File: src/rtl/rs232_tx_fifo.sv
// Buffered 8N1 RS-232 transmitter: a valid/ready byte FIFO feeds a registered serialiser.
// Define RS232_TX_PARITY_EN to insert an even-parity bit before the stop bit (8E1).
module rs232_tx_fifo #(
    parameter int CLKS_PER_BIT = 434,
    parameter int FIFO_DEPTH   = 4
) (
    input  logic                          clk,
    input  logic                          rst_n,
    input  logic [7:0]                    in_data,
    input  logic                          in_valid,
    output logic                          in_ready,
    output logic                          txd,
    output logic                          tx_busy,
    output logic [$clog2(FIFO_DEPTH):0]   fifo_count
);

    localparam int AW = $clog2(FIFO_DEPTH);
    localparam int CW = AW + 1;
    localparam int BW = $clog2(CLKS_PER_BIT);

    typedef enum logic [2:0] {
        IDLE,
        START,
        DATA,
`ifdef RS232_TX_PARITY_EN
        PARITY,
`endif
        STOP
    } state_t;

    logic [7:0]    mem [FIFO_DEPTH];
    logic [AW-1:0] wr_ptr_reg;
    logic [AW-1:0] rd_ptr_reg;
    logic [CW-1:0] count_reg;

    state_t        state_reg, state_next;
    logic [BW-1:0] baud_reg, baud_next;
    logic [2:0]    bit_reg, bit_next;
    logic [7:0]    shift_reg, shift_next;
    logic          txd_reg, txd_next;
    logic          push, pop, baud_tick;
    logic [7:0]    head;
`ifdef RS232_TX_PARITY_EN
    logic          parity_reg, parity_next;
`endif

    assign head       = mem[rd_ptr_reg];
    assign in_ready   = (count_reg != CW'(FIFO_DEPTH));
    assign push       = in_valid && in_ready;
    assign baud_tick  = (baud_reg == BW'(CLKS_PER_BIT - 1));
    assign fifo_count = count_reg;
    assign txd        = txd_reg;
    assign tx_busy    = (state_reg != IDLE);

    // Storage is never reset; the pointers alone define what is valid.
    always_ff @(posedge clk) begin
        if (push) begin
            mem[wr_ptr_reg] <= in_data;
        end
    end

    always_comb begin
        state_next = state_reg;
        baud_next  = baud_reg;
        bit_next   = bit_reg;
        shift_next = shift_reg;
        pop        = 1'b0;
`ifdef RS232_TX_PARITY_EN
        parity_next = parity_reg;
`endif
        case (state_reg)
            IDLE: begin
                baud_next = '0;
                if (count_reg != '0) begin
                    pop        = 1'b1;
                    shift_next = head;
`ifdef RS232_TX_PARITY_EN
                    parity_next = ^head;
`endif
                    state_next = START;
                end
            end
            START: begin
                if (baud_tick) begin
                    baud_next  = '0;
                    bit_next   = '0;
                    state_next = DATA;
                end else begin
                    baud_next = baud_reg + BW'(1);
                end
            end
            DATA: begin
                if (baud_tick) begin
                    baud_next  = '0;
                    shift_next = {1'b0, shift_reg[7:1]};
                    if (bit_reg == 3'd7) begin
`ifdef RS232_TX_PARITY_EN
                        state_next = PARITY;
`else
                        state_next = STOP;
`endif
                    end else begin
                        bit_next = bit_reg + 3'd1;
                    end
                end else begin
                    baud_next = baud_reg + BW'(1);
                end
            end
`ifdef RS232_TX_PARITY_EN
            PARITY: begin
                if (baud_tick) begin
                    baud_next  = '0;
                    state_next = STOP;
                end else begin
                    baud_next = baud_reg + BW'(1);
                end
            end
`endif
            STOP: begin
                if (baud_tick) begin
                    baud_next = '0;
                    // Chain straight into the next start bit so queued bytes leave no idle gap.
                    if (count_reg != '0) begin
                        pop        = 1'b1;
                        shift_next = head;
`ifdef RS232_TX_PARITY_EN
                        parity_next = ^head;
`endif
                        state_next = START;
                    end else begin
                        state_next = IDLE;
                    end
                end else begin
                    baud_next = baud_reg + BW'(1);
                end
            end
            default: begin
                baud_next  = '0;
                state_next = IDLE;
            end
        endcase
    end

    // The line level is decided from the next state so txd is a clean flop output.
    always_comb begin
        txd_next = 1'b1;
        case (state_next)
            START:   txd_next = 1'b0;
            DATA:    txd_next = shift_next[0];
`ifdef RS232_TX_PARITY_EN
            PARITY:  txd_next = parity_next;
`endif
            default: txd_next = 1'b1;
        endcase
    end

    always_ff @(posedge clk) begin
        if (!rst_n) begin
            state_reg  <= IDLE;
            baud_reg   <= '0;
            bit_reg    <= '0;
            shift_reg  <= '0;
            txd_reg    <= 1'b1;
            wr_ptr_reg <= '0;
            rd_ptr_reg <= '0;
            count_reg  <= '0;
`ifdef RS232_TX_PARITY_EN
            parity_reg <= 1'b0;
`endif
        end else begin
            state_reg <= state_next;
            baud_reg  <= baud_next;
            bit_reg   <= bit_next;
            shift_reg <= shift_next;
            txd_reg   <= txd_next;
`ifdef RS232_TX_PARITY_EN
            parity_reg <= parity_next;
`endif
            if (push) begin
                wr_ptr_reg <= wr_ptr_reg + AW'(1);
            end
            if (pop) begin
                rd_ptr_reg <= rd_ptr_reg + AW'(1);
            end
            case ({push, pop})
                2'b10:   count_reg <= count_reg + CW'(1);
                2'b01:   count_reg <= count_reg - CW'(1);
                default: count_reg <= count_reg;
            endcase
        end
    end

endmodule
File: config.mk
export PLATFORM = sky130hd
export DESIGN_NAME = rs232_tx_fifo
export DESIGN_NICKNAME = d
export VERILOG_FILES = /design/src/rtl/rs232_tx_fifo.sv
export SDC_FILE = /design/constraint.sdc
export NUM_CORES = 1
export LEC_CHECK = 0
export CAP_MARGIN = 15
export CELL_PAD_IN_SITES_DETAIL_PLACEMENT = 2
export CELL_PAD_IN_SITES_GLOBAL_PLACEMENT = 2
export CORE_UTILIZATION = 43
export CTS_CLUSTER_SIZE = 8
export DETAILED_ROUTE_END_ITERATION = 7
export PLACE_DENSITY_LB_ADDON = 0.1
export SYNTH_ARGS = -nofsm -noshare
export SYNTH_HDL_FRONTEND = slang
export SYNTH_SLANG_ARGS = --single-unit
File: constraint.sdc
create_clock -name clk -period 3.45 [get_ports clk]
set_input_delay 0.345 -clock clk [delete_from_list [all_inputs] [get_ports clk]]
set_output_delay 0.345 -clock clk [all_outputs]
set_load 0.05 [all_outputs]
==> results.ini, run 1 <==
[detailed_routing]
route.met3.wl_um = 139
met1_length_um = 2722
route.met2.wl_um = 3085
avgRoutedWirePerCell_um = 17.89
via_per_inst = 5.478
top_layer_used = met4
drt_iter0_drc = 69
post-route-drc-count = 0
vias = 1846
antenna_left = 0
drt-pass1-iter-count = 4
routed_wl_um = 6029

[sta]
finalSetupTns_ns = 0
worst_pin_slew_ns = 0.5556
setup-violations-final = 0
min_period_ns = 2.746
skew_ns = 0.009284
slew_headroom_pct = 62.73
rsz0062_at_grt = false
finalHoldViolCount = 0
maxSlewViolCount = 0
fmax_mhz = 364.2
period_share_pct = 79.59

[logic_synthesis]
synth_fp_nets = 257
syn_area_um2 = 2818
synth.most_common_cell = dfxtp_1
async_flop_share_pct = 0
synthFlopType = dfxtp_1
synth_seq_cells = 65
avgSynthCellArea_um2 = 11.94
yosys-top-cells-area = edfxtp_1 34%, dfxtp_1 23%, mux4_2 6.4%, nor2_1 4.1%, ha_1 4.0%
yosys.area_share.simple_pct = 16.52
netlist_instances = 236
synth_edf_count = 32
synthXorXnorAreaFrac_pct = 4.041
yosysSeqAreaShare_pct = 57.55
synth.top_cell.area_share_pct = 34.10
synth_common_cells = 33 x dfxtp_1, 32 x edfxtp_1, 31 x nor2_1
synth_top_family_by_area = simple AND/OR/NAND/NOR gates
yosys.area_share.adder_pct = 4.707
yosys_warnings = 0
synth_cell_types = 46
synth_top_area_cell = edfxtp_1
muxShareOfSynthArea_pct = 6.750
synth-compound-area-share_pct = 7.149

[pwr]
p_sw_uw = 801.1
intPower_mw = 1.559
power_density_nw_per_um2 = 731.6
p_comb_share_pct = 29.5
p_leak_nw = 1.162
seq_power_share_pct = 43.4
ir_worst_vdd_mv = 0.4635
clkPwrFrac_pct = 27.1
p_sw_share_pct = 33.95

[critical_path]
cp_common_cell = ha_1
path_buf_inv = 1
path_class = reg -> reg
crit_chain = ha_1 -> and4b_1 -> a31oi_2 -> nor3_2 -> ha_1 -> inv_1 -> fa_1 -> xor2_1 -> or3_1 -> a21oi_1
crit_slowest_cell = dfxtp_1
cpPeakStageDelay_ns = 0.41
end_kind = flip-flop
cp-start-kind = flip-flop
critical_path_arrival_ns = 3.00
worstPathMaxFanout = 6
crit_required_ns = 3.70
cp_top_family = simple AND/OR/NAND/NOR gates

[global_routing]
grt_start_max_net_pins = 20
grt_usage_pct = 19.02
grt_pass1_vias = 1990
gr-total-overflow = 0
antenna_found_initial = 0
grt_pass1_wl_um = 10030

[finish]
nFillCells = 628
layout.cells.non_filler = 337
antenna_cells = 0
final_cell_area_um2 = 3226
largest_register_ffs = 32
layout.nets = 276
drive_gt1_share_pct = 11.54
areaGrowthSynthToFinish_pct = 14.48

[placed_design]
portBuffers = 16
gp_congestion = 0.7138
placed_cell_area_um2 = 3030
hpwl_um = 4077
placed_cells = 321

[clock_network]
htree_levels = 3
cts_buffers = 9
cts_tree = done
ctsResizeCount = 0
post-cts-setup-buffers = 0
ctsHoldBuffers = 0
clkLatencyLatePin_ns = 0.33
clock_path_buffers = 2
clk_pin_slew_worst_paths_ns = 0.08
clock-sinks = 65
clock-root-buffer = clkbuf_8

[floorplanning]
start_util_pct = 44.37
dieHeight_um = 82.95
pin_count = 17
core_um2 = 6350
die-area_um2 = 6881
dieWidth_um = 82.95
num_rows = 29

[job]
cap_violations = 0

[status]
run_status = finished, final reports clean

[worst_hold_path]
hp-class = reg -> reg

-- stage by stage --
step	setup slack [ns]	hold slack, ns	utilization [%]	total power, mW
final	0.7042	0.4858	50.80	2.360
after global routing	0.4804	0.5136	50.80	2.500
after CTS	0.6555	0.4899	50.80	2.391
after detailed placement	0.7308	0.4732	47.72	1.739
after global placement	0.8542	0.4625	47.72	1.716
after floorplan	0.5181	0.4410	-	1.525
-- power groups by stage --
stage / Sequential [mW] / Clock [mW] / Combinational (mW)
finish: 1.02 / 0.639 / 0.697
CTS: 1.03 / 0.654 / 0.710
floorplan: 1.04 / 0 / 0.482
detailed placement: 1.04 / 0 / 0.696
global placement: 1.04 / 0 / 0.678
global route: 1.04 / 0.688 / 0.770
-- metal layers --
metal	GRT usage (%)	up-vias
met5	0	-
met4	7.994	0
met3	3.877	8
met2	32.12	23
met1	23.75	931
li1	-	884
-- cells by family after synthesis --
logic type | count (synthesis)
other | 1
multiplexers | 9
adder cells (fa/ha/maj) | 10
buffers and inverters | 19
XOR/XNOR | 13
AND/OR/NAND/NOR | 93
AO/OA/AOI/OAI | 26
flip-flops | 65
-- worst min-delay path, cell delays in order, from the launching register on --
cell     delay [ns]
dfxtp_1        0.32
o21ai_0        0.07
a21oi_1        0.06
-- final cells by class --
class	instances	area, um2	share of cell area, %
flip-flops and latches	65	1622	50.27
multi-input cells	152	1107	34.33
repair buffers	17	167.7	5.198
clock buffers	10	137.6	4.267
well taps	77	96.34	2.987
clock inverters	6	57.56	1.784
inverters	10	37.54	1.164
-- final timing paths --
kind	from	endpoint	slack [ns]	cells after the start
setup reg to reg	baud_reg[0]	fifo_count[2]	0.70	10
hold reg to reg	bit_reg[1]	bit_reg[1]	0.49	2
setup / recovery	baud_reg[0]	fifo_count[2]	0.70	10
hold / removal	bit_reg[1]	bit_reg[1]	0.49	2
-- placed cells by master (no fill, tap or decap), types with 2 or more instances in the layout --
cell / instances
mux4_2: 8
nand3_1: 7
a222oi_1: 6
edfxtp_1: 32
and3_1: 6
nand4_1: 2
dfxtp_1: 33
clkinv_1: 3
clkbuf_8: 10
nor2_1: 31
nor3b_1: 2
or3_1: 2
inv_1: 9
a21oi_1: 6
nor2b_1: 2
clkinvlp_4: 2
xor2_1: 5
and2_1: 3
xnor2_1: 8
nand2_1: 26
clkdlybuf4s50_1: 16
nor3_1: 3
o21ai_0: 4
ha_1: 9
Note: power is estimated with default switching activity, not from simulation.
==> run 2: changes to the inputs <==
- CORE_UTILIZATION: 43 -> 36
- clock period: 3.45 -> 2.41 ns (I/O delays scaled with it)
==> run 2 against run 1 <==
Combinational power increased by 64%. Design area increased by 7.1%. Hold slack got worse by 0.0050 ns.
==> results.ini, run 2 (synthesis gave the netlist of run 1 again) <==
[finish]
drive_gt1_share_pct = 19.27  ; +7.7 points
nFillCells = 772  ; +23%
areaGrowthSynthToFinish_pct = 22.56
antenna_cells = 0  ; unchanged
final_util_pct = 46.61  ; -4.2 points
mostFrequentLayoutCells = 32 x edfxtp_1, 31 x nor2_1, 30 x dfxtp_1, 26 x nand2_1, 16 x buf_4
layout.nets = 291  ; +5.4%
largest_register_ffs = 32  ; unchanged
layout_commonest_cell = edfxtp_1

[pwr]
p_sw_share_pct = 33.48  ; -0.47 points
p_comb_share_pct = 30.4  ; +0.9 points
clkPwrFrac_pct = 30.4  ; +3.3 points
power_density_nw_per_um2 = 1089  ; +49%
seq_power_share_pct = 39.2  ; -4.2 points
p_leak_nw = 1.275  ; +9.7%
p_sw_mw = 1.259  ; +57%
ir_worst_vdd_mv = 0.6901  ; +49%
intPower_mw = 2.502  ; +60%

[clock_network]
clk_pin_slew_worst_paths_ns = 0.08  ; about the same
clock-sinks = 65  ; unchanged
cts_buffers = 9  ; unchanged
clkLatencyLatePin_ns = 0.35  ; +0.02 ns
cts_tree = done
clock-root-buffer = clkbuf_8
clock_path_buffers = 2  ; unchanged
ctsHoldBuffers = 0  ; unchanged
htree_levels = 3  ; unchanged

[floorplanning]
core_um2 = 7408  ; +17%
pin_count = 17  ; unchanged
die-area_um2 = 8185  ; +19%
dieHeight_um = 90.47  ; +9.1%
num_rows = 31  ; +6.9%
dieWidth_um = 90.47  ; +9.1%
start_util_pct = 38.03  ; -6.3 points

[placed_design]
portBuffers = 16  ; unchanged
gp_congestion = 0.7065  ; -1.0%
dp_slack_ns = 0.03918  ; -0.6916 ns
hpwl_um = 4877  ; +20%

[critical_path]
end_kind = flip-flop
worstPathMaxFanout = 2  ; -4
cp-start-kind = flip-flop
path_class = reg -> reg
critical_path_arrival_ns = 2.54  ; -0.46 ns
crit_required_ns = 2.69  ; -1.01 ns

[sta]
fin_ws_ns = 0.1441  ; -0.5601 ns
maxSlewViolCount = 0  ; unchanged
worst_pin_slew_ns = 0.5829  ; +0.02734 ns
fmax_mhz = 441.3  ; +21%
min_period_ns = 2.266  ; -0.4799 ns
slew_headroom_pct = 60.84  ; -1.9 points
finalHoldViolCount = 0  ; unchanged
period_share_pct = 94.02  ; +14 points
skew_ns = 0.01173  ; +0.002444 ns
finalSetupTns_ns = 0  ; unchanged
setup-violations-final = 0  ; unchanged

[detailed_routing]
drt-pass1-iter-count = 5  ; +1
antenna_left = 0  ; unchanged
post-route-drc-count = 0  ; unchanged
avgRoutedWirePerCell_um = 18.60  ; +4.0%
vias = 1930  ; +4.6%
routed_wl_um = 6958  ; +15%
drt_iter0_drc = 148  ; +110%
via_per_inst = 5.160  ; -5.8%

[global_routing]
gr-total-overflow = 0  ; unchanged
grt_start_max_net_pins = 13  ; -35%
grt_usage_pct = 18.61  ; -0.41 points
grt_pass1_wl_um = 11370  ; +13%
antenna_found_initial = 0  ; unchanged
grt_pass1_vias = 2141  ; +7.6%

[status]
run_status = finished, final reports clean

[job]
cap_violations = 0  ; unchanged

[worst_hold_path]
hp-class = reg -> reg

run 2: layout make-up:
class	instances	area [um2]	area share, %
tap	99	123.9	3.587
sequential	65	1625	47.07
clock inverter	6	115.1	3.333
multi-input combinational	152	1141	33.04
inverter	10	37.54	1.087
timing repair buffer	32	282.8	8.188
clock buffer	10	127.6	3.696
run 2: what timing repair did:
| action | 4_1_cts | 5_1_grt |
|---|---|---|
| endpoints found under the hold margin | 0 | 0 |
| pin swaps | 5 | 2 |
| gates resized for setup | 2 | 4 |
| setup endpoints to repair | 1 | 1 |
| setup buffers | 2 | 1 |
run 2: final timing paths:
path / start / end / slack, ns / depth (start not counted)
worst min register to register: bit_reg[2] / bit_reg[2] / 0.48 / 2
worst max-delay path: baud_reg[1] / fifo_count[2] / 0.14 / 11
worst max register to register: baud_reg[1] / fifo_count[2] / 0.14 / 11
worst min-delay path: bit_reg[2] / bit_reg[2] / 0.48 / 2
run 2: worst max-delay path: stages, from the launching register on:
cell	delay [ns]
dfxtp_1	0.31
inv_1	0.05
ha_1	0.13
and4b_2	0.27
a31oi_4	0.11
nor3_4	0.16
ha_2	0.21
inv_1	0.05
fa_2	0.33
xor2_1	0.16
or3_1	0.31
a21oi_1	0.11
run 2: metal layers:
metal | part of all wire [%] | wire length [um] | GRT usage [%]
met1 | 46 | 3169 | 24.04
met2 | 50 | 3461 | 29.73
met3 | 3.6 | 252 | 3.620
met4 | 1.1 | 74 | 9.274
met5 | 0 | 0 | 0
run 2: power groups by stage:
stage	clock [mW]	sequential, mW	combinational (mW)
after floorplan	0	1.50	0.702
after global routing	1.22	1.50	1.25
after global placement	0	1.49	1.04
after CTS	1.16	1.48	1.12
final	1.14	1.47	1.14
after detailed placement	0	1.50	1.08
run 2: stage by stage:
| stage | std cells | hold WS (ns) | total power [mW] | cell area, um2 |
|---|---|---|---|---|
| 2_1_floorplan | 236 | 0.3399 | 2.203 | 2834 |
| 3_3_place_gp | 355 | 0.4641 | 2.530 | 3164 |
| 3_5_place_dp | 355 | 0.4770 | 2.575 | 3164 |
| 4_1_cts | 373 | 0.4876 | 3.759 | 3427 |
| 5_1_grt | 374 | 0.5284 | 3.968 | 3453 |
| 6_report | 374 | 0.4808 | 3.760 | 3453 |
==> edit 1, RTL diff (config.mk and constraints of run 2) <==
The option `RS232_TX_PARITY_EN` is turned on by a define.
--- a/src/rtl/rs232_tx_fifo.sv
+++ b/src/rtl/rs232_tx_fifo.sv
@@ -1,4 +1,6 @@
 // Buffered 8N1 RS-232 transmitter: a valid/ready byte FIFO feeds a registered serialiser.
 // Define RS232_TX_PARITY_EN to insert an even-parity bit before the stop bit (8E1).
+`define RS232_TX_PARITY_EN
+
 module rs232_tx_fifo #(
     parameter int CLKS_PER_BIT = 434,
Formal check against the unedited RTL: no difference found for any inputs over 10 cycles, from zero or initial values and one cycle with rst_n low; that may be too few to reach the edited logic, so the function may still have changed.
==> edit 1 against run 2 <==
The run now ends with negative setup slack left; total power grew 7.5%; design area grew 6.6%; worst hold slack worse by 20 ps; worst setup slack lost 200 ps; area after synthesis increased by 1.9%; routed wire length increased by 3.3%; sequential cell count increased by 1; first-iteration DRC count down 56%; global-route usage decreased by 0.14 points; highest routed layer unchanged.
==> edit 1: results (changes against run 2) <==
status finished, violations left; violated checks negative setup slack; hold-critical path endpoint bit_reg[2]; clock-net power 0.918 mW (-19%); M3 GR Usage 3.015% (-0.60 points); gr usage total 18.47% (-0.14 points); DP Worst Slack -58.08 ps (-97.26 ps); Hold Worst Slack 461.2 ps (-19.59 ps); first-pass GRT wire length 11560 um (+1.7%); CP arrival 2730 ps (+190 ps); most frequent cells after synthesis nor2_1, dfxtp_1, edfxtp_1; Crit path max-delay family simple AND/OR/NAND/NOR gates; vias 2026 (+5.0%); Max-slew headroom 61.82% (+0.98 points); worst reg2reg path startpoint baud_reg[1]; Post-synth EDFFs 32 (unchanged); register area share after synthesis 57.17% (-0.38 points); M1 WL 3188 um (+0.60%); met1 Use GR 23.13% (-0.91 points); leak pwr 1.379 nW (+8.2%); dpl cell area 0.003303 mm2 (+4.4%); final setup fails 1 (+1); Setup Skew 10.01 ps (-1.716 ps); final non-filler cell total 402 (+7.5%); CP max-delay cell dfxtp_2; met2 WL 3722 um (+7.5%); crit-path max cell delay 330 ps (about the same); Nets 316 (+8.6%); Flop pwr share 36.6% (-2.6 points); Area contributors post-synth edfxtp_1, dfxtp_1, mux4_2; clock buffer depth 2 (unchanged); GP Congestion 0.7643 (+8.2%); postcts setup bufs 13 (+11); worst setup slack after layout -51.78 ps (-195.9 ps); vias in the first global route 2199 (+2.7%); critical path type flop to flop; WL met3 139 um (-45%); placed insts 366 (+3.1%); Post-DP HPWL 4770 um (-2.2%); Fillers 773 (+0.13%); total negative slack -51.78 ps (-51.78 ps); Largest register FFs 32 (unchanged); VDD IR-drop max 609.1 uV (-12%); WL final 7189 um (+3.3%); drt initial violations 65 (-56%); largest net degree at the start of global routing 17 (+4); Sw Pwr 1.440 mW (+14%); drt first pass iters 4 (-1); layout cell share with drive strength beyond 1 29.00% (+9.7 points); global-route met2 utilization 31.19% (+1.5 points); worst reg-to-reg path cell count 13 (+2); Post-CTS Resized 3 (+1)
## edit 1: final cells by class
| cell class | count | area (um2) | area share (%) |
|---|---|---|---|
| inverters | 11 | 46.29 | 1.258 |
| flip-flops and latches | 66 | 1648 | 44.78 |
| well taps | 102 | 127.6 | 3.468 |
| multi-input cells | 152 | 1212 | 32.95 |
| clock inverters | 7 | 68.82 | 1.870 |
| clock buffers | 9 | 123.9 | 3.366 |
| repair buffers | 55 | 452.9 | 12.31 |
## edit 1: kinds of logic (layout without fill, tap and decap cells)
| family | after synthesis | in the layout | synth area share (%) |
|---|---|---|---|
| and+or+nand+nor | 83 | 83 | 15.12 |
| xor gates and xnor gates | 19 | 19 | 5.795 |
| muxes | 10 | 10 | 6.972 |
| DFF | 66 | 66 | 57.17 |
| adders and majority gates | 11 | 11 | 5.011 |
| buffers and inverters | 18 | 82 | 2.788 |
| AOI/OAI and AO/OA | 29 | 29 | 7.146 |
==> edit 2, RTL diff (config.mk and constraints of run 2) <==
Without the edit above. Take the reset off `shift_reg` and load it in a clocked block of its own.
--- a/src/rtl/rs232_tx_fifo.sv
+++ b/src/rtl/rs232_tx_fifo.sv
@@ -160,5 +160,4 @@
             baud_reg   <= '0;
             bit_reg    <= '0;
-            shift_reg  <= '0;
             txd_reg    <= 1'b1;
             wr_ptr_reg <= '0;
@@ -172,5 +171,4 @@
             baud_reg  <= baud_next;
             bit_reg   <= bit_next;
-            shift_reg <= shift_next;
             txd_reg   <= txd_next;
 `ifdef RS232_TX_PARITY_EN
@@ -191,3 +189,7 @@
     end
 
+    always_ff @(posedge clk) begin
+        shift_reg <= shift_next;
+    end
+
 endmodule
Check against the original RTL: no difference found for any inputs over 10 cycles, from zero or initial values and one cycle with rst_n low; that may be too few to reach the edited logic, so the function may still have changed.
==> edit 2 against run 2 <==
The flow now finishes with violations (negative setup slack); area after synthesis grew 4.0%; sequential cell count stayed put; routed wire length is 2.6% higher; critical endpoint unchanged; design area is 4.8% higher; die area grew 4.0%; total power decreased by 3.9%; worst setup slack worse by 230 ps; highest routed layer unchanged; count of clock-buffer cells in the layout down 1; clock power decreased by 16%; worst hold slack worse by 1.3 ps; largest cell class unchanged; largest power group unchanged; first-iteration DRC count shrank 23%.
==> edit 2: results (changes against run 2) <==
CTS clock-pin slew for the worst setup and hold paths 80 ps (about the same); Largest register FFs 32 (unchanged); Area contributors post-synth edfxtp_1, dfxtp_1, mux4_2; vias 1985 (+2.8%); Setup Skew 5.668 ps (-6.060 ps); first-pass GRT wire length 11810 um (+3.9%); Post-synth ARST share 0% (unchanged); Post-synth EDFFs 39 (+22%); layout cell share with drive strength beyond 1 24.73% (+5.5 points); gr usage total 19.02% (+0.41 points); CP arrival 2760 ps (+220 ps); status finished, violations left; worst-path maximum fanout 2 (unchanged); root buffer cell clkbuf_8; Post-DP HPWL 5076 um (+4.1%); final setup fails 1 (+1); Fillers 799 (+3.5%); crit-path max cell delay 330 ps (about the same); DP Worst Slack -112.1 ps (-151.3 ps); port bufs 16 (unchanged); WL final 7142 um (+2.6%); drt first pass iters 4 (-1); leak pwr 1.258 nW (-1.3%); GP Congestion 0.7152 (+1.2%); Nets 299 (+2.7%); register area share after synthesis 57.70% (+0.15 points); total negative slack -81.44 ps (-81.44 ps); largest net degree at the start of global routing 14 (+1); met2 WL 3447 um (-0.40%); Cell variety after synth 49 (+6.5%); worst slew pin tran 504.6 ps (-78.28 ps); TritonCTS Buffers 9 (unchanged); # diodes 0 (unchanged); clock buffer depth 2 (unchanged); most frequent cells after synthesis edfxtp_1, dfxtp_1, nor2_1; synth warn 0 (unchanged); Hold/Removal Path Class flop to flop; worst setup slack after layout -81.44 ps (-225.5 ps); drt initial violations 114 (-23%); M1 WL 3425 um (+8.1%); initial antenna violation count 0 (unchanged); violated checks negative setup slack; # H-tree levels 3 (unchanged); vias in the first global route 2203 (+2.9%); Skew-Pair Late Insertion Delay 350 ps (about the same); top layer in use met4; syn_nets 257 (unchanged); WL met3 144 um (-43%); VDD IR-drop max 645.1 uV (-6.5%); CP max-delay cell dfxtp_2
## edit 2: changes by cell type after synthesis, moves of 3 or more
cell	delta
nand2_1	-14
nor2_1	-8
a21oi_1	+7
dfxtp_1	-7
edfxtp_1	+7
a222oi_1	-6
inv_1	+5
mux2i_1	+5
nand2b_1	+4
o21ai_0	+4
a31oi_1	+3
## edit 2: final timing paths
path,from,to,slack (ps),cells past startpoint
worst max register to register,baud_reg[1],fifo_count[2],-80,12
worst max-delay path,baud_reg[1],fifo_count[2],-80,12
worst min-delay path,bit_reg[2],bit_reg[2],480,2
worst min register to register,bit_reg[2],bit_reg[2],480,2
## edit 2: cell families (layout without fill, tap and decap cells)
logic type	count (synthesis)	after routing	share of synthesized area, %
other cells	1	1	0.1279
flops	65	65	57.70
mux	14	14	8.195
buf+inv	25	72	3.500
simple gates	76	76	14.34
compound gates	35	35	8.622
fa+ha+maj	10	10	4.524
xor+xnor	10	10	2.988
## edit 2: metrics by stage
stage               utilization, %  instance area, um2  std cells  hold WS [ps]  power, mW
finish                       46.35                3618        385         479.4      3.613
CTS                          46.03                3593        384         484.4      3.624
floorplan                        -                2960        236         339.9      2.214
global placement             43.09                3364        367         460.8      2.566
detailed placement           43.09                3364        367         472.3      2.621
global route                 46.35                3618        385         517.9      3.799
## edit 2: power breakdown
group / switching [mW] / total, mW / internal (mW)
Sequential: 0.0917 / 1.45 / 1.36
Clock: 0.465 / 0.953 / 0.488
Combinational: 0.676 / 1.21 / 0.532
Total: 1.23 / 3.61 / 2.38
## edit 2: what timing repair did
item	in CTS	in global routing
buffers inserted	1	1
gates resized for setup	4	6
hold buffers	0	0
setup endpoints to repair	2	2
pin swaps	2	3
## edit 2: per-layer routing
layer,global-route usage [%],up-vias
met5,0,-
met4,8.984,0
met3,2.985,11
met2,30.35,26
met1,25.32,997
li1,-,951
## edit 2: worst max-delay path, delay by kind of cell, from the launching register on
kind / cells / cell delay (ps)
fa+ha+maj: 3 / 620
buf+inv: 2 / 110
flops: 1 / 330
xor+xnor: 1 / 150
simple gates: 4 / 970
compound gates: 2 / 240
## edit 2: cell type report
class / count / share of cell area, %
Sequential cell: 65 / 46.85
Tap cell: 102 / 3.527
Timing Repair Buffer: 42 / 9.820
Multi-Input combinational cell: 146 / 32.75
Clock buffer: 9 / 3.423
Clock inverter: 7 / 2.178
Inverter: 14 / 1.452
